**src/rtl/mem_pkg.sv**
```systemverilog
// Shared encodings for the MEM stage: access sizes, FSM states, byte-enable patterns.
// The alignment rule lives here so the stage and any checker agree on it.
package mem_pkg;

  localparam logic [1:0] SZ_BYTE = 2'd0;
  localparam logic [1:0] SZ_HALF = 2'd1;
  localparam logic [1:0] SZ_WORD = 2'd2;

  typedef enum logic [1:0] {
    ST_IDLE  = 2'd0,
    ST_REQ   = 2'd1,
    ST_DONE  = 2'd2,
    ST_DRAIN = 2'd3
  } state_t;

  localparam logic [3:0] BE_NONE = 4'b0000;
  localparam logic [3:0] BE_LO   = 4'b0011;
  localparam logic [3:0] BE_HI   = 4'b1100;
  localparam logic [3:0] BE_ALL  = 4'b1111;

  function automatic logic is_misaligned(input logic [1:0] size, input logic [1:0] off);
    return ((size == SZ_HALF) && off[0]) || ((size == SZ_WORD) && (off != 2'b00));
  endfunction

endpackage

```
**src/rtl/mem_access_if.sv**
```systemverilog
// Data-memory request/acknowledge bus: the MEM stage is master, the data memory is slave.
// Request fields are held stable by the master from request until the acknowledging edge.
interface mem_access_if #(
  parameter int ADDR_W = 32,
  parameter int DATA_W = 32
);
  logic              dm_req;
  logic              dm_wr;
  logic [3:0]        dm_be;
  logic [ADDR_W-1:0] dm_addr;
  logic [DATA_W-1:0] dm_wdata;
  logic              dm_ack;
  logic [DATA_W-1:0] dm_rdata;

  modport master (
    output dm_req, dm_wr, dm_be, dm_addr, dm_wdata,
    input  dm_ack, dm_rdata
  );

  modport slave (
    input  dm_req, dm_wr, dm_be, dm_addr, dm_wdata,
    output dm_ack, dm_rdata
  );
endinterface

```
**src/rtl/mem_lane_align.sv**
```systemverilog
// Combinational lane logic: store byte-enables and replication, load lane extraction and extension.
// Halves use only off[1] and words ignore the offset, so misaligned inputs degrade to aligned accesses.
module mem_lane_align
  import mem_pkg::*;
(
  input  logic [1:0]  i_size,
  input  logic [1:0]  i_off,
  input  logic        i_unsigned,
  input  logic [31:0] i_store_data,
  input  logic [31:0] i_rdata,
  output logic [3:0]  o_be,
  output logic [31:0] o_wdata,
  output logic [31:0] o_load_data
);

  logic [7:0]  w_byte;
  logic [15:0] w_half;

  assign w_byte = 8'(i_rdata >> {i_off, 3'b000});
  assign w_half = i_off[1] ? i_rdata[31:16] : i_rdata[15:0];

  always_comb begin
    o_be        = BE_ALL;
    o_wdata     = i_store_data;
    o_load_data = i_rdata;
    case (i_size)
      SZ_BYTE: begin
        o_be        = 4'b0001 << i_off;
        o_wdata     = {4{i_store_data[7:0]}};
        o_load_data = {{24{~i_unsigned & w_byte[7]}}, w_byte};
      end
      SZ_HALF: begin
        o_be        = i_off[1] ? BE_HI : BE_LO;
        o_wdata     = {2{i_store_data[15:0]}};
        o_load_data = {{16{~i_unsigned & w_half[15]}}, w_half};
      end
      default: ;
    endcase
  end

endmodule

```
**src/rtl/mem_access.sv**
```systemverilog
// MEM stage: memory ops finish k+1 cycles after entry (k = REQ cycles); others pass through same cycle.
// Stalls upstream while a request is open and holds DONE while WB stalls. Option: MEM_ALIGN_CHECK_EN.
module mem_access
  import mem_pkg::*;
#(
  parameter int ADDR_W = 32,
  parameter int DATA_W = 32
) (
  input  logic              clk,
  input  logic              resetn,
  input  logic              MEM_valid,
  input  logic              mem_load,
  input  logic              mem_store,
  input  logic [1:0]        mem_size,
  input  logic              mem_unsigned,
  input  logic [ADDR_W-1:0] ex_addr,
  input  logic [DATA_W-1:0] ex_store_data,
  input  logic [DATA_W-1:0] ex_result,
  input  logic              cancel,
  input  logic              WB_allow_in,
  output logic              MEM_allow_in,
  output logic              MEM_over,
  output logic [DATA_W-1:0] mem_result,
  output logic              addr_exc,
  mem_access_if.master      dm
);

  state_t            r_state;
  state_t            w_next;
  logic              r_req;
  logic              r_wr;
  logic              r_is_load;
  logic              r_uns;
  logic [1:0]        r_size;
  logic [1:0]        r_off;
  logic [3:0]        r_be;
  logic [ADDR_W-1:0] r_addr;
  logic [DATA_W-1:0] r_wdata;
  logic [DATA_W-1:0] r_lbuf;

  logic              w_idle;
  logic              w_memop;
  logic              w_misaligned;
  logic              w_start;
  logic              w_busy;
  logic              w_over;
  logic              w_exc;
  logic [DATA_W-1:0] w_result;
  logic [1:0]        w_size;
  logic [1:0]        w_off;
  logic              w_uns;
  logic [3:0]        w_be;
  logic [DATA_W-1:0] w_wdata;
  logic [DATA_W-1:0] w_load_data;

  assign w_idle  = (r_state == ST_IDLE);
  assign w_memop = mem_load | mem_store;

`ifdef MEM_ALIGN_CHECK_EN
  assign w_misaligned = w_memop & is_misaligned(mem_size, ex_addr[1:0]);
`else
  assign w_misaligned = 1'b0;
`endif

  assign w_start = MEM_valid & w_memop & ~w_misaligned & ~cancel;

  // Lane logic sees live inputs while issuing and the captured request while extracting read data.
  assign w_size = w_idle ? mem_size     : r_size;
  assign w_off  = w_idle ? ex_addr[1:0] : r_off;
  assign w_uns  = w_idle ? mem_unsigned : r_uns;

  mem_lane_align u_lane (
    .i_size       (w_size),
    .i_off        (w_off),
    .i_unsigned   (w_uns),
    .i_store_data (ex_store_data),
    .i_rdata      (dm.dm_rdata),
    .o_be         (w_be),
    .o_wdata      (w_wdata),
    .o_load_data  (w_load_data)
  );

  always_ff @(posedge clk or negedge resetn) begin
    if (!resetn) r_state <= ST_IDLE;
    else         r_state <= w_next;
  end

  always_comb begin
    w_next = r_state;
    case (r_state)
      ST_IDLE:  if (w_start) w_next = ST_REQ;
      ST_REQ: begin
        if (dm.dm_ack)   w_next = cancel ? ST_IDLE : ST_DONE;
        else if (cancel) w_next = ST_DRAIN;
      end
      ST_DONE:  if (WB_allow_in) w_next = ST_IDLE;
      ST_DRAIN: if (dm.dm_ack)   w_next = ST_IDLE;
      default:  w_next = ST_IDLE;
    endcase
  end

  always_comb begin
    w_over   = 1'b0;
    w_exc    = 1'b0;
    w_busy   = 1'b0;
    w_result = ex_result;
    case (r_state)
      ST_IDLE: begin
        w_over = MEM_valid & ~cancel & (~w_memop | w_misaligned);
        w_exc  = MEM_valid & ~cancel & w_misaligned;
        if (w_misaligned) w_result = DATA_W'(ex_addr);
      end
      ST_REQ, ST_DRAIN: w_busy = 1'b1;
      ST_DONE: begin
        w_over = 1'b1;
        if (r_is_load) w_result = r_lbuf;
      end
      default: ;
    endcase
  end

  always_ff @(posedge clk or negedge resetn) begin
    if (!resetn) begin
      r_req     <= 1'b0;
      r_wr      <= 1'b0;
      r_be      <= BE_NONE;
      r_addr    <= '0;
      r_wdata   <= '0;
      r_lbuf    <= '0;
      r_is_load <= 1'b0;
      r_uns     <= 1'b0;
      r_size    <= SZ_BYTE;
      r_off     <= 2'b00;
    end else begin
      if (w_idle && w_start) begin
        r_req     <= 1'b1;
        r_wr      <= mem_store;
        r_be      <= w_be;
        r_addr    <= {ex_addr[ADDR_W-1:2], 2'b00};
        r_wdata   <= w_wdata;
        r_is_load <= mem_load;
        r_uns     <= mem_unsigned;
        r_size    <= mem_size;
        r_off     <= ex_addr[1:0];
      end else if (w_busy && dm.dm_ack) begin
        r_req <= 1'b0;
      end
      // A cancelled load's data is dropped even if it returns on the cancelling edge.
      if ((r_state == ST_REQ) && dm.dm_ack && r_is_load && !cancel)
        r_lbuf <= w_load_data;
    end
  end

  assign dm.dm_req    = r_req;
  assign dm.dm_wr     = r_wr;
  assign dm.dm_be     = r_be;
  assign dm.dm_addr   = r_addr;
  assign dm.dm_wdata  = r_wdata;

  assign MEM_over     = w_over;
  assign addr_exc     = w_exc;
  assign mem_result   = w_result;
  assign MEM_allow_in = ~w_busy & (~MEM_valid | (w_over & WB_allow_in));

endmodule

```
**src/flat_wrapper.sv**
```systemverilog
// flat-port wrapper written by rule: the top's interface ports become plain ports
module mem_access_flat import mem_pkg::*;
#(
  parameter int ADDR_W = 32,
  parameter int DATA_W = 32
)
  (clk, resetn, MEM_valid, mem_load, mem_store, mem_size, mem_unsigned, ex_addr, ex_store_data, ex_result, cancel, WB_allow_in, MEM_allow_in, MEM_over, mem_result, addr_exc, dm_dm_req, dm_dm_wr, dm_dm_be, dm_dm_addr, dm_dm_wdata, dm_dm_ack, dm_dm_rdata);
  mem_access_if #(.ADDR_W(ADDR_W), .DATA_W(DATA_W)) dm_i ();
  input  logic clk;
  input  logic resetn;
  input  logic MEM_valid;
  input  logic mem_load;
  input  logic mem_store;
  input  logic [1:0] mem_size;
  input  logic mem_unsigned;
  input  logic [ADDR_W-1:0] ex_addr;
  input  logic [DATA_W-1:0] ex_store_data;
  input  logic [DATA_W-1:0] ex_result;
  input  logic cancel;
  input  logic WB_allow_in;
  output logic MEM_allow_in;
  output logic MEM_over;
  output logic [DATA_W-1:0] mem_result;
  output logic addr_exc;
  output wire logic [$bits(dm_i.dm_req)-1:0] dm_dm_req;
  output wire logic [$bits(dm_i.dm_wr)-1:0] dm_dm_wr;
  output wire logic [$bits(dm_i.dm_be)-1:0] dm_dm_be;
  output wire logic [$bits(dm_i.dm_addr)-1:0] dm_dm_addr;
  output wire logic [$bits(dm_i.dm_wdata)-1:0] dm_dm_wdata;
  input wire logic [$bits(dm_i.dm_ack)-1:0] dm_dm_ack;
  input wire logic [$bits(dm_i.dm_rdata)-1:0] dm_dm_rdata;
  assign dm_dm_req = dm_i.dm_req;
  assign dm_dm_wr = dm_i.dm_wr;
  assign dm_dm_be = dm_i.dm_be;
  assign dm_dm_addr = dm_i.dm_addr;
  assign dm_dm_wdata = dm_i.dm_wdata;
  assign dm_i.dm_ack = dm_dm_ack;
  assign dm_i.dm_rdata = dm_dm_rdata;
  mem_access #(.ADDR_W(ADDR_W), .DATA_W(DATA_W)) u_core (.clk(clk), .resetn(resetn), .MEM_valid(MEM_valid), .mem_load(mem_load), .mem_store(mem_store), .mem_size(mem_size), .mem_unsigned(mem_unsigned), .ex_addr(ex_addr), .ex_store_data(ex_store_data), .ex_result(ex_result), .cancel(cancel), .WB_allow_in(WB_allow_in), .MEM_allow_in(MEM_allow_in), .MEM_over(MEM_over), .mem_result(mem_result), .addr_exc(addr_exc), .dm(dm_i));
endmodule
```
**config.mk**
```make
export PLATFORM = sky130hd
export DESIGN_NAME = mem_access_flat
export DESIGN_NICKNAME = d
export VERILOG_FILES = /design/src/rtl/mem_pkg.sv /design/src/rtl/mem_access_if.sv /design/src/rtl/mem_lane_align.sv /design/src/rtl/mem_access.sv /design/src/flat_wrapper.sv
export SDC_FILE = /design/constraint.sdc
export NUM_CORES = 1
export LEC_CHECK = 0
export BUFFER_PORTS_ARGS = -buffer_cell sky130_fd_sc_hd__clkbuf_2
export CELL_PAD_IN_SITES_DETAIL_PLACEMENT = 0
export CELL_PAD_IN_SITES_GLOBAL_PLACEMENT = 1
export CORE_UTILIZATION = 35
export DETAILED_ROUTE_END_ITERATION = 6
export PLACE_DENSITY = 0.83
export SKIP_CTS_REPAIR_TIMING = 1
export SYNTH_ARGS = -nofsm -noshare
export SYNTH_HDL_FRONTEND = slang
export SYNTH_SLANG_ARGS = --single-unit
```
**constraint.sdc**
```tcl
create_clock -name clk -period 2.2 [get_ports clk]
set_input_delay 0.11 -clock clk [delete_from_list [all_inputs] [get_ports clk]]
set_output_delay 0.11 -clock clk [all_outputs]
set_load 0.02 [all_outputs]
```
## After elaboration in Yosys (flattened, before gate mapping)

Index checks and enable logic that the tools add are counted.

- Register bits after elaboration: 108
- Input port bits: 139
- Output and inout bits: 105
- Word-level logic and storage cells: 68

- Eq/ne operators: 8
- Shifts and indexed selects: 2
- Multiplexer cells: 21
- Bitwise logic cells: 15
- Reductions and logical operators: 11

Operators by type and width:

| kind | number |
|---|---|
| 32-bit case mux with 2 select lines | 2 |
| 32-bit two-way mux | 2 |
| 32-bit by 5-bit >> shifter with 8-bit output | 1 |
| 16-bit two-way mux | 1 |
| 2-bit two-way mux | 8 |
| 1-bit AND | 8 |
| 2-bit case mux with 4 select lines | 1 |
| 4-bit case mux with 2 select lines | 1 |
| 2-bit != test (second input constant) | 3 |
| 1-bit logical AND | 5 |
| 1-bit NOT | 5 |
| 2-bit by 1-bit equality test with 1-bit output (second input constant) | 2 |
| 2-bit equality test (second input constant) | 2 |
| 2-bit logical NOT | 2 |
| 1-bit two-way mux | 4 |
| 4-bit two-way mux | 1 |
| 4-bit AND reduction | 1 |
| 1-bit by 2-bit left shift with 4-bit output (first input constant) | 1 |
| 3-bit != test (second input constant) | 1 |
| 1-bit OR | 2 |
| 1-bit case mux with 2 select lines | 1 |
| 2-bit nonzero test | 1 |
| 2-bit OR reduction | 1 |
| 1-bit logical NOT | 1 |

## Logic depth before layout (Yosys ltp)

- Depth in word-level cells: 7
- Depth in mapped cells: 9

## Hierarchy

From an unflattened synthesis, not the netlist that was laid out.

- Cell total of the unflattened synthesis: 478
- Area total of the unflattened synthesis: 6005.8 um^2

By module, submodules not included:

| module | instances | cells an instance | area an instance (um^2) | seq. area each (um^2) |
|---|---|---|---|---|
| mem_access | 1 | 290 | 4747.1 | 2702.6 |
| mem_lane_align | 1 | 188 | 1258.7 | 0.0 |

## Worst setup path before layout

No wires, ideal clock.

- Kind: register to register
- Start: register u_core.r_state[0]
- End: register u_core.r_lbuf[1]
- Arrival time: 1.907 ns
- Required time: 2.071 ns
- Slack: 0.165 ns
- Stages on the path, launching flop included: 9
- Period minus slack after synthesis: 2.035 ns
- Cell sequence: dfrtp_1 -> buf_6 -> or4_4 -> o31a_4 -> buf_6 -> o21a_4 -> buf_6 -> a221oi_2 -> a21oi_1

- Cells in the longest elaborated chain, start to end: 4
- Elaborated cells between the ends (all ways): 12
- Classes of those cells: 2 x eq/ne; 1 x shift; 4 x mux; 5 x reduce/logical

Ends and longest elaborated chain:

| item | RTL line | RTL |
|---|---|---|
| start: declaration | mem_access.sv:28 | `state_t r_state;` |
| start signal: assignment | mem_access.sv:85 | `else r_state <= w_next;` |
| 2-bit logical NOT / 2-bit by 1-bit equality test with 1-bit output (equally long branches) | mem_access.sv:56, mem_access.sv:149 |  |
| 2-bit two-way mux (tied with other cells) | mem_access.sv:69 | `assign w_off = w_idle ? ex_addr[1:0] : r_off;` |
| 32-bit by 5-bit >> shifter with 8-bit output (tied with other cells) | mem_lane_align.sv:19 | `assign w_byte = 8'(i_rdata >> {i_off, 3'b000});` |
| 32-bit case mux with 2 select lines / 1-bit logical AND (equally long branches) | mem_lane_align.sv:26, mem_access.sv:149 |  |
| end signal: assignment | mem_access.sv:150 | `r_lbuf <= w_load_data;` |
| end: declaration | mem_access.sv:39 | `logic [DATA_W-1:0] r_lbuf;` |

Parallel ways exist; a longest one is shown, timed or not.
A chain may end at the register's enable or synchronous reset.

## Final worst setup path

- Start: register u_core.r_state[0]
- End: register u_core.r_lbuf[7]

Same word-level chain as after synthesis.

==> impl_metrics.csv <==
group,metric,value,unit
status,status,"finished, final reports clean",
placement,gp_congestion,0.831,
placement,pre_cts_ws,-0.00806,ns
timing,rsz0062_at_grt,"false",
grt,overflow,0,
yosys,synth-simple-area-share,9.98,%
placement,dp.cells,915,
cells_and_area,layoutNonFillerInstCount,961,
detailed_routing,via_per_inst,5.29,
timing,setup_ws,0.103,ns
yosys,syn_area,5470,um^2
placement,placed_cell_area,6940,um^2
cts,cts_tree,"done",
floorplanning,start_util,36.0,%
worst_setup_path,worstReg2RegEnd,"u_core.r_lbuf[7]$_DFFE_PN0P_",
timing,setup_viol,0,
timing,fmax,0.477,GHz
cells_and_area,multi_input_area,2590,um^2
placement,numPortBuffers,240,
worst_setup_path,cpMaxStageDelayCell,"or4_4",
worst_setup_path,worst_setup_path_start_kind,"flip-flop",
yosys,syn_area_per_cell,10.8,um^2
worst_setup_path,reg2reg_slack,0.10,ns
floorplanning,fp.dieArea,16100,um^2
yosys,synthAdderAreaFrac,0,%
floorplanning,io_pins,244,
cts,htreeDepth,3,
yosys,synth_cell_types,44,
timing,fin_skew,0.00939,ns
placement,hpwl,12500,um
timing,hold_viol_final,0,
yosys,synth_edf_count,0,
cells_and_area,num_antenna_cells,0,
worst_setup_path,max_stage_delay,0.61,ns
timing,hold_ws,0.00162,ns
yosys,yosys_warnings,0,
floorplanning,core-area,15200,um^2
grt,track_usage,20.2,%
cts,cts_buffers,9,
cells_and_area,ff_latch_area,2710,um^2
yosys,synth_xor_xnor_area_share,0,%
detailed_routing,drc_errors,0,
worst_setup_path,cpLargestDelayFamily,"compound AO/OA/AOI/OAI gates",
timing,slew_headroom,31.4,%
yosys,synth_seq_cells,108,
yosys,synth_compound_area_share,16.0,%
worst_setup_path,critical_path_buf_inv_count,0,
detailed_routing,ant_nets,0,
cells_and_area,layout-drive-gt1-share,49.0,%
worst_setup_path,critPathCaptureType,"flip-flop",
grt,grt_pass1_wl,25200,um
timing,finalCritPeriodShare,95.3,%
worst_setup_path,crit_cells,5,
yosys,synth-seq-area-share,49.4,%
worst_setup_path,cp.required,2.43,ns
yosys,synth_top_family_by_area,"multiplexers",
cells_and_area,postLayoutCoreUtil,49.7,%
timing,maxSlewViolCount,0,
grt,grt_pass1_vias,4858,
floorplanning,fp.dieH,127,um
detailed_routing,routed_wl,16900,um
worst_setup_path,path_cells,"or4_4 > o31a_4 > o21a_4 > a221oi_1 > a21oi_1",
floorplanning,die_x,127,um
timing,finalCriticalPeriod,2.10,ns
worst_setup_path,cp.arrival,2.32,ns
yosys,synthMuxAreaShare,20.3,%
pwr,p_per_area,1090,nW/um^2
cells_and_area,syn2layout_area_growth,38.2,%
timing,tightest_slew,1.02,ns
worst_setup_path,endpoint,"u_core.r_lbuf[7]$_DFFE_PN0P_",
yosys,netlist_instances,506,
detailed_routing,avgRoutedWirePerCell,17.6,um
cts,clkTransAtPathRegs,0.07,ns
cts,clockBufferDepth,2,
cts,clock_latency,0.35,ns
job,maxCapViolCount,0,
worst_setup_path,worstSetupPathType,"flip-flop to flip-flop",
worst_setup_path,crit_start,"u_core.r_state[0]$_DFFE_PN0P_",
detailed_routing,vias,5080,
pwr,p_leak,3.73,nW
yosys,ys.flop_type,"dfrtp_1",
pwr,ir_drop,0.000498,V
yosys,synth_area_leaders,"dfrtp_1 (49%), mux2_2 (17%), o21ai_0 (4.1%), nand2_1 (3.6%), mux2i_1 (3.3%)",
detailed_routing,dr.pass1.iters,6,
cells_and_area,final_area,7560,um^2
hold_path,hp-class,"primary input to flip-flop",
worst_setup_path,r2r-start,"u_core.r_state[0]$_DFFE_PN0P_",
cells_and_area,nets,908,
timing,setup_tns,0,ns
detailed_routing,dr.first_iter.drc_count,180,
yosys,ys_async_sr_fraction,100,%
floorplanning,core.rowCount,45,
cts,cts.sinks,108,
yosys,synth_top_area_share,49.4,%
pwr,power,8.26,mW
yosys,yosysTopAreaCell,"dfrtp_1",
worst_setup_path,worst-path-max-fanout,15,
grt,grt_antenna_before_repair,1,
worst_setup_path,rr_worst_depth,5,
cells_and_area,fillCellCount,1408,
cts,cts_root_buf,"clkbuf_16",
grt,grt_start_max_net_pins,73,
==> cell families after synthesis <==
family	count (synthesis)
flops	108
mux	100
buf+inv	43
other cells	1
simple gates	122
compound gates	132
==> cell usage in the layout, fill, tap and decap left out, types with 4 or more instances in the layout <==
master / Yosys / layout
and3_1: 4 / 4
a221oi_2: 3 / 4
nor2_1: 40 / 40
dfrtp_1: 108 / 106
mux2_2: 81 / 81
a31oi_1: 17 / 17
a21oi_1: 27 / 27
o21ai_0: 45 / 45
clkbuf_2: 1 / 239
a222oi_1: 8 / 8
a221oi_1: 6 / 5
nand2_1: 52 / 51
dlygate4sd3_1: 0 / 28
nand3_1: 8 / 8
buf_4: 3 / 18
clkbuf_16: 0 / 9
buf_12: 0 / 6
o211a_1: 4 / 4
mux2i_1: 18 / 18
a22oi_1: 7 / 7
==> report_power, final <==
part	switching, mW	internal (mW)	total, mW
clock network	0.745	0.877	1.62
registers	0.530	2.78	3.31
logic	1.96	1.38	3.33
==> Yosys cell counts (all sizes together), types with 4 or more instances <==
library cell / instances
a22oi: 7
nand2: 52
buf: 24
dfrtp: 108
a21oi: 27
nand3: 9
and3: 4
mux2i: 18
mux2: 82
nor2: 40
a31oi: 18
clkbuf: 18
o21ai: 45
a222oi: 8
o211a: 4
a221oi: 9
==> flip-flops by register name, summed over array words and instances (netlist names) <==
| signal | flops |
|---|---|
| u_core.dm.dm_wdata | 32 |
| u_core.r_lbuf | 32 |
| u_core.dm.dm_addr | 30 |
| u_core.dm.dm_be | 4 |
| u_core.r_off | 2 |
| u_core.r_size | 2 |
| u_core.r_state | 2 |
| u_core.dm.dm_req | 1 |
| u_core.dm.dm_wr | 1 |
| u_core.r_is_load | 1 |
| u_core.r_uns | 1 |
==> worst reg2reg max path, delay by kind of cell, from the launching register on <==
kind | cells | cell delay, ns
AOI/OAI and AO/OA | 4 | 0.87
DFF | 1 | 0.49
and+or+nand+nor | 1 | 0.61
==> per-layer routing <==
layer,wire [um],GRT usage [%]
met1,6850,24.5
met2,8200,33.5
met3,1350,5.61
met4,474,9.38
met5,12,0
==> final cells by class <==
cell class / count / share of cell area [%]
Tap cell: 188 / 3.11
Sequential cell: 108 / 35.8
Timing Repair Buffer: 291 / 22.9
Clock buffer: 9 / 2.98
Clock inverter: 6 / 0.845
Multi-Input combinational cell: 358 / 34.3
Inverter: 1 / 0.0497
==> worst min path at each step <==
stage | from | end | slack, ns | depth (start not counted)
detailed placement | resetn | u_core.dm.dm_wdata[0]$_DFFE_PN0P_ | -0.09 | 1
floorplan | resetn | u_core.dm.dm_addr[10]$_DFFE_PN0P_ | -0.19 | 0
global route | ex_addr[6] | u_core.dm.dm_addr[6]$_DFFE_PN0P_ | 0.002 | 2
finish | ex_addr[30] | u_core.dm.dm_addr[30]$_DFFE_PN0P_ | 0.002 | 2
global placement | resetn | u_core.dm.dm_wdata[0]$_DFFE_PN0P_ | -0.09 | 1
CTS | resetn | u_core.dm.dm_wdata[0]$_DFFE_PN0P_ | -0.48 | 1
Note: power is estimated with default switching activity, not from simulation.
